File: src/rtl/safety_pkg.sv
// ============================================================================
// Module      : safety_pkg
// Description : Shared channel FSM state type, clear-register address and
//               midscale helper for the current safety monitor.
// Revision    : 1.0 - initial release
// ============================================================================
`default_nettype none

package safety_pkg;

    typedef enum logic [1:0] {
        ST_OK      = 2'd0,
        ST_SUSPECT = 2'd1,
        ST_TRIPPED = 2'd2
    } ch_state_t;

    localparam logic [7:0] CLR_ADDR  = 8'h0C;
    localparam int unsigned MAX_WIDTH = 32;

    // Offset-binary zero point for a sample of the given width.
    function automatic logic [MAX_WIDTH-1:0] midscale(input int unsigned width);
        return {{(MAX_WIDTH-1){1'b0}}, 1'b1} << (width - 1);
    endfunction

endpackage

`default_nettype wire

File: src/rtl/safety_channel.sv
// ============================================================================
// Module      : safety_channel
// Description : One monitored axis: magnitude compare, OK/SUSPECT/TRIPPED FSM
//               with saturating violation counter. Command-change holdoff is
//               built only when SAFETY_HOLDOFF_EN is defined.
// Revision    : 1.0 - initial release
// ============================================================================
`default_nettype none

module safety_channel
    import safety_pkg::*;
#(
    parameter int unsigned WIDTH      = 16,
    parameter int unsigned TRIP_COUNT = 8,
    parameter int unsigned MARGIN     = 'h0200,
    parameter int unsigned HOLDOFF    = 4
) (
    input  logic             i_clk,
    input  logic             i_rst,
    input  logic [WIDTH-1:0] i_fb,
    input  logic [WIDTH-1:0] i_cmd,
    input  logic             i_sample_valid,
    input  logic             i_clear,
    output logic             o_tripped,
    output logic             o_suspect,
    output logic             o_trip_now
);

    localparam int unsigned      c_CW   = WIDTH + 2;
    localparam logic [WIDTH-1:0] c_MID  = WIDTH'(midscale(WIDTH));
    localparam logic [7:0]       c_TRIP = 8'(TRIP_COUNT);

    function automatic logic [WIDTH-1:0] mag(input logic [WIDTH-1:0] x);
        return x[WIDTH-1] ? (x - c_MID) : (c_MID - x);
    endfunction

    ch_state_t       r_state;
    ch_state_t       w_state_next;
    ch_state_t       w_eval_state;
    logic [7:0]      r_cnt;
    logic [7:0]      w_cnt_next;
    logic [7:0]      w_eval_cnt;
    logic [8:0]      w_cnt_inc;
    logic [WIDTH-1:0] w_fb_mag;
    logic [WIDTH-1:0] w_cmd_mag;
    logic [c_CW-1:0] w_limit;
    logic            w_viol;
    logic            w_blank;
    logic            w_eval;
    logic            w_trip_hit;

    assign w_fb_mag  = mag(i_fb);
    assign w_cmd_mag = mag(i_cmd);
    // Limit is 2*|cmd| + MARGIN; two extra bits keep the sum from wrapping.
    assign w_limit   = {1'b0, w_cmd_mag, 1'b0} + c_CW'(MARGIN);
    assign w_viol    = {2'b00, w_fb_mag} > w_limit;
    assign w_eval    = i_sample_valid && !w_blank;
    assign w_cnt_inc = {1'b0, r_cnt} + 9'd1;

`ifdef SAFETY_HOLDOFF_EN
    localparam logic [7:0] c_HOLDOFF = 8'(HOLDOFF);

    logic [WIDTH-1:0] r_cmd;
    logic [7:0]       r_hold;
    logic             w_cmd_change;

    assign w_cmd_change = (i_cmd != r_cmd);

    // A strobe coinciding with the change is itself blanked and consumes one.
    always_ff @(posedge i_clk or posedge i_rst) begin
        if (i_rst) begin
            r_cmd  <= c_MID;
            r_hold <= '0;
        end else begin
            r_cmd <= i_cmd;
            if (w_cmd_change) begin
                r_hold <= (i_sample_valid && c_HOLDOFF != 8'd0) ? c_HOLDOFF - 8'd1 : c_HOLDOFF;
            end else if (i_sample_valid && r_hold != 8'd0) begin
                r_hold <= r_hold - 8'd1;
            end
        end
    end

    assign w_blank = (c_HOLDOFF != 8'd0) && (w_cmd_change || r_hold != 8'd0);
`else
    localparam int unsigned c_unused_holdoff = HOLDOFF;
    assign w_blank = 1'b0;
`endif

    always_ff @(posedge i_clk or posedge i_rst) begin
        if (i_rst) begin
            r_state <= ST_OK;
            r_cnt   <= '0;
        end else begin
            r_state <= w_state_next;
            r_cnt   <= w_cnt_next;
        end
    end

    always_comb begin
        w_eval_state = r_state;
        w_eval_cnt   = r_cnt;
        case (r_state)
            ST_OK: begin
                if (w_eval && w_viol) begin
                    w_eval_cnt   = 8'd1;
                    w_eval_state = (c_TRIP <= 8'd1) ? ST_TRIPPED : ST_SUSPECT;
                end
            end
            ST_SUSPECT: begin
                if (w_eval) begin
                    if (!w_viol) begin
                        w_eval_state = ST_OK;
                        w_eval_cnt   = 8'd0;
                    end else if (w_cnt_inc >= {1'b0, c_TRIP}) begin
                        w_eval_state = ST_TRIPPED;
                        w_eval_cnt   = c_TRIP;
                    end else begin
                        w_eval_cnt   = w_cnt_inc[7:0];
                    end
                end
            end
            default: begin
                w_eval_state = ST_TRIPPED;
            end
        endcase

        // A trip completing this cycle outranks a coincident clear.
        w_trip_hit   = (r_state != ST_TRIPPED) && (w_eval_state == ST_TRIPPED);
        w_state_next = w_eval_state;
        w_cnt_next   = w_eval_cnt;
        if (i_clear && !w_trip_hit) begin
            w_state_next = ST_OK;
            w_cnt_next   = 8'd0;
        end
    end

    always_comb begin
        o_tripped  = (r_state == ST_TRIPPED);
        o_suspect  = (r_state == ST_SUSPECT);
        o_trip_now = w_trip_hit;
    end

endmodule

`default_nettype wire

File: src/rtl/current_safety_monitor.sv
// ============================================================================
// Module      : current_safety_monitor
// Description : Per-axis overcurrent monitor with latched amplifier disable,
//               register clear and first-trip capture. Optional feature macro:
//               SAFETY_HOLDOFF_EN (blank evaluation after command changes).
// Revision    : 1.0 - initial release
// ============================================================================
`default_nettype none

module current_safety_monitor
    import safety_pkg::*;
#(
    parameter int unsigned NUM_CH     = 4,
    parameter int unsigned WIDTH      = 16,
    parameter int unsigned TRIP_COUNT = 8,
    parameter int unsigned MARGIN     = 'h0200,
    parameter int unsigned HOLDOFF    = 4
) (
    input  logic                    sysclk,
    input  logic                    reset,
    input  logic [NUM_CH*WIDTH-1:0] cur_fb,
    input  logic [NUM_CH*WIDTH-1:0] cur_cmd,
    input  logic                    sample_valid,
    input  logic                    reg_wen,
    input  logic [7:0]              reg_addr,
    input  logic [31:0]             reg_wdata,
    output logic [NUM_CH-1:0]       amp_disable,
    output logic [31:0]             fault_status
);

    logic [NUM_CH-1:0] w_tripped;
    logic [NUM_CH-1:0] w_suspect;
    logic [NUM_CH-1:0] w_trip_now;
    logic              w_clr_hit;
    logic [7:0]        w_first_ch;
    logic [7:0]        r_first_ch;
    logic              w_unused_wdata;

    assign w_clr_hit      = reg_wen && (reg_addr == CLR_ADDR);
    assign w_unused_wdata = ^reg_wdata;

    generate
        for (genvar g = 0; g < NUM_CH; g++) begin : g_ch
            safety_channel #(
                .WIDTH      (WIDTH),
                .TRIP_COUNT (TRIP_COUNT),
                .MARGIN     (MARGIN),
                .HOLDOFF    (HOLDOFF)
            ) u_ch (
                .i_clk          (sysclk),
                .i_rst          (reset),
                .i_fb           (cur_fb[g*WIDTH +: WIDTH]),
                .i_cmd          (cur_cmd[g*WIDTH +: WIDTH]),
                .i_sample_valid (sample_valid),
                .i_clear        (w_clr_hit && reg_wdata[g]),
                .o_tripped      (w_tripped[g]),
                .o_suspect      (w_suspect[g]),
                .o_trip_now     (w_trip_now[g])
            );
        end
    endgenerate

    // Lowest-numbered channel among those tripping this cycle.
    always_comb begin
        w_first_ch = 8'd0;
        for (int i = NUM_CH - 1; i >= 0; i--) begin
            if (w_trip_now[i]) begin
                w_first_ch = 8'(i);
            end
        end
    end

    // Captured only when nothing is already tripped; kept as history after clears.
    always_ff @(posedge sysclk or posedge reset) begin
        if (reset) begin
            r_first_ch <= 8'd0;
        end else if ((w_tripped == '0) && (|w_trip_now)) begin
            r_first_ch <= w_first_ch;
        end
    end

    assign amp_disable  = w_tripped;
    assign fault_status = {|w_tripped, 7'd0, r_first_ch, 8'(w_suspect), 8'(w_tripped)};

endmodule

`default_nettype wire

File: config.mk
export PLATFORM = sky130hd
export DESIGN_NAME = current_safety_monitor
export DESIGN_NICKNAME = d
export VERILOG_FILES = /design/src/rtl/safety_pkg.sv /design/src/rtl/safety_channel.sv /design/src/rtl/current_safety_monitor.sv
export SDC_FILE = /design/constraint.sdc
export NUM_CORES = 1
export LEC_CHECK = 0
export BUFFER_PORTS_ARGS = -buffer_cell sky130_fd_sc_hd__buf_4
export CORE_MARGIN = 4
export CORE_UTILIZATION = 40
export CTS_BUF_LIST = sky130_fd_sc_hd__clkbuf_8
export DETAILED_ROUTE_END_ITERATION = 10
export SLEW_MARGIN = 30
export SYNTH_ARGS = -nofsm -noshare
export SYNTH_HDL_FRONTEND = slang
export SYNTH_HIERARCHICAL = 1
export SYNTH_SLANG_ARGS = --single-unit
File: constraint.sdc
create_clock -name sysclk -period 4.8 [get_ports sysclk]
set_input_delay 0.24 -clock sysclk [delete_from_list [all_inputs] [get_ports sysclk]]
set_output_delay 0.24 -clock sysclk [all_outputs]
set_load 0.05 [all_outputs]
==> impl_metrics.toml <==
[run_status]
outcome = "complete, no violations"

[pwr]
p_leak_nw = 4.05
power_density_nw_per_um2 = 231
ir_worst_vdd_uv = 218

[logic_synthesis]
ys_ff_latch = 42
synth_compound_area_share_pct = 17.9
synth_top_family_by_area = "simple AND/OR/NAND/NOR gates"
synth_cell_types = 71
avgSynthCellArea_um2 = 7.73
yosys.area_share.simple_pct = 29.5
netlist_top_cells_area = "dfrtp_1 14%, ha_1 14%, xor2_1 8.2%, xnor2_1 7.2%, nor2_1 5.2%"
synthCells = 944
synth_ff_type = "dfrtp_1"
yosysMostFrequentCell = "nor2_1"
synth_fa_ha_area_share_pct = 13.7
synth_xor_area_share_pct = 15.6
synth_edf_count = 0
ys_warn_count = 6
synth_mux_area_share_pct = 2.38
synthTopCellsByCount = "102 x nor2_1, 80 x ha_1, 68 x xor2_1"
synth_top_area_share_pct = 14.4
synth_top_area_cell = "dfrtp_1"
async_flop_share_pct = 100
synth_area_um2 = 7300
seq_area_frac_synth_pct = 14.4

[place]
port_buffers = 158
dp_hpwl_mm = 15.5
placed_cell_area_um2 = 8590
gp_congestion = 0.852

[worst_setup_path]
r2r_slack_ps = 2580
critPathTopFamily = "simple AND/OR/NAND/NOR gates"
critPathSlowestCell = "nor4_4"
cp_max_fo = 8
critPathBufInv = 1
cpMostUsedCell = "nor2_1"
start_kind = "input port"
critical_path_class = "input port to flip-flop"
crit_path_end_kind = "flip-flop"
slowest_delay_ps = 460
worstPathCellList = "buf_4 -> nor4_4 -> a31oi_1 -> xor2_1 -> ha_1 -> nor2b_1 -> a21oi_1 -> o221ai_1 -> xor2_1 -> ha_1 -> nand2_1 -> nor2_1 -> a211oi_1 -> o211ai_1 -> a221o_1 -> and2_4 -> and3_4 -> nand2b_1 -> nor2_1 -> nor2_1 -> o22a_1"
crit_required_ps = 5000
arrival_ps = 4160

[sta]
hold_viol = 0
totalNegativeSetupSlack_ps = 0
drv_slew = 0
period_minus_slack_ps = 3960
hold_ws_ps = 310
fin_skew_ps = 10.6
rsz0062_at_grt = "no"
setup_viol_count_final = 0
finalCritPeriodShare_pct = 82.6
fmax_ghz = 0.252
slew-limit-headroom_pct = 52.7
worst_pin_slew_ps = 699

[flow_run]
drv_cap = 0

[routing]
dr.pass1.iters = 5
first_iter_violations = 272
drcViolationCount = 0
num_vias = 7011
antenna_left = 0
wire_per_inst_um = 14.0
routed_wirelength_mm = 18.5
viasPerCell = 5.32

[grt]
grt_usage_pct = 17.5
grt_remaining_overflow = 0
grt_pass1_wl_mm = 30.7
grt_max_degree = 24
antenna_found_initial = 0
grt_pass1_vias = 6601

[floorplan]
core.rowCount = 49
start_util_pct = 40.6
dieHeight_um = 143
coreArea_um2 = 18000
dieWidth_um = 143
ios = 208
die-area_um2 = 20500

[clock_tree]
cts_tree = "built"
cts_resized = 0
root_buffer = "clkbuf_8"
clockBufferDepth = 2
path_clk_slew_ps = 100
worstSkewPairLatency_ps = 300
cts.sinks = 42
htreeDepth = 2
numCtsBuffers = 5

[finish]
n_antenna_cell = 0
drive_above_1_share_pct = 18.1
fin_area_um2 = 8720
area_delta_synth_final_pct = 19.4
fin_nets = 1339

[hold_path]
min_path_type = "input port to flip-flop"
worst register-to-register path: cells and delay by family (launching register included):
family | cells | cell delay, ps
AOI/OAI and AO/OA | 1 | 190
muxes | 1 | 190
DFF | 1 | 470
adders and majority gates | 1 | 280
and+or+nand+nor | 7 | 990
per-layer routing:
metal / global-route usage, % / wire length [µm] / up-vias
met5: 0 / 0 / -
met4: 2.50 / 149 / 0
met3: 1.98 / 851 / 8
met2: 30.1 / 8820 / 138
met1: 24.2 / 8670 / 3200
li1: - / - / 3665
layout by cell type, fill, tap and decap left out, drive strengths merged, types with 4 or more instances in the layout:
master,n
nand2b,20
nor4b,5
o31a,6
o211ai,9
a211oi,8
nand3,25
inv,57
nor4,19
buf,159
xnor2,61
clkbuf,5
xor2,68
a211o,7
and3,11
and4b,7
and2,35
nor3,54
o21ai,20
a21o,6
a21oi,53
ha,80
and4,7
nor2,105
o31ai,5
nand4,21
nand2,47
a32oi,7
a31oi,32
conb,21
nor2b,17
o221ai,4
a2bb2oi,6
dfrtp,42
mux2i,14
power breakdown:
part,switching (mW),internal [mW]
sequential,0.0972,0.414
clock,0.138,0.159
combinational,0.715,0.490
total,0.950,1.06
final timing paths:
kind | startpoint | to | cells after the start
min in group asynchronous | reset | r_first_ch[1]$_DFFE_PP0P_ | 3
worst max register to register | g_ch[3].u_ch/r_cnt[0]$_DFFE_PP0P_ | r_first_ch[1]$_DFFE_PP0P_ | 10
worst max-delay path | cur_cmd[37] | r_first_ch[1]$_DFFE_PP0P_ | 21
max in group asynchronous | reset | g_ch[3].u_ch/r_cnt[1]$_DFFE_PP0P_ | 3
worst min-delay path | reg_wdata[3] | g_ch[3].u_ch/r_state[0]$_DFF_PP0_ | 3
worst min register to register | g_ch[2].u_ch/r_cnt[7]$_DFFE_PP0P_ | g_ch[2].u_ch/r_cnt[7]$_DFFE_PP0P_ | 1
final cells by class:
class	instances	area (µm²)
Multi-Input combinational cell	822	5850
Timing Repair Buffer	160	1200
Fill cell	1850	9240
Clock buffer	5	68.8
Sequential cell	42	1050
Clock inverter	3	48.8
Tap cell	229	287
Inverter	56	210
through the flow:
step / power, mW / instances / setup slack [ps] / utilization (%)
final: 2.01 / 1317 / 837 / 48.5
after global routing: 2.19 / 1317 / 471 / 48.5
after CTS: 2.03 / 1317 / 797 / 48.5
after detailed placement: 1.73 / 1308 / 469 / 47.8
after global placement: 1.72 / 1308 / 525 / 47.8
after floorplan: 1.38 / 964 / 1030 / -
sequential cells by signal (all words and copies together) (netlist names):
| register | cells |
|---|---|
| g_ch.u_ch/r_cnt | 32 |
| r_first_ch | 2 |
| g_ch.u_ch/r_state | 8 |
repair_timing:
| item | CTS | global route |
|---|---|---|
| setup buffers | 0 | 0 |
| hold buffers | 1 | 0 |
| endpoints found under the hold margin | 42 | 0 |
kinds of logic (layout without fill, tap and decap cells):
family          after synthesis  count (layout)
flops                        42              42
other cells                   1              21
xor+xnor                    129             129
buf+inv                     100             224
mux                          17              17
fa+ha+maj                    80              80
compound gates              188             188
simple gates                387             387
(Power assumes the default switching activity.)
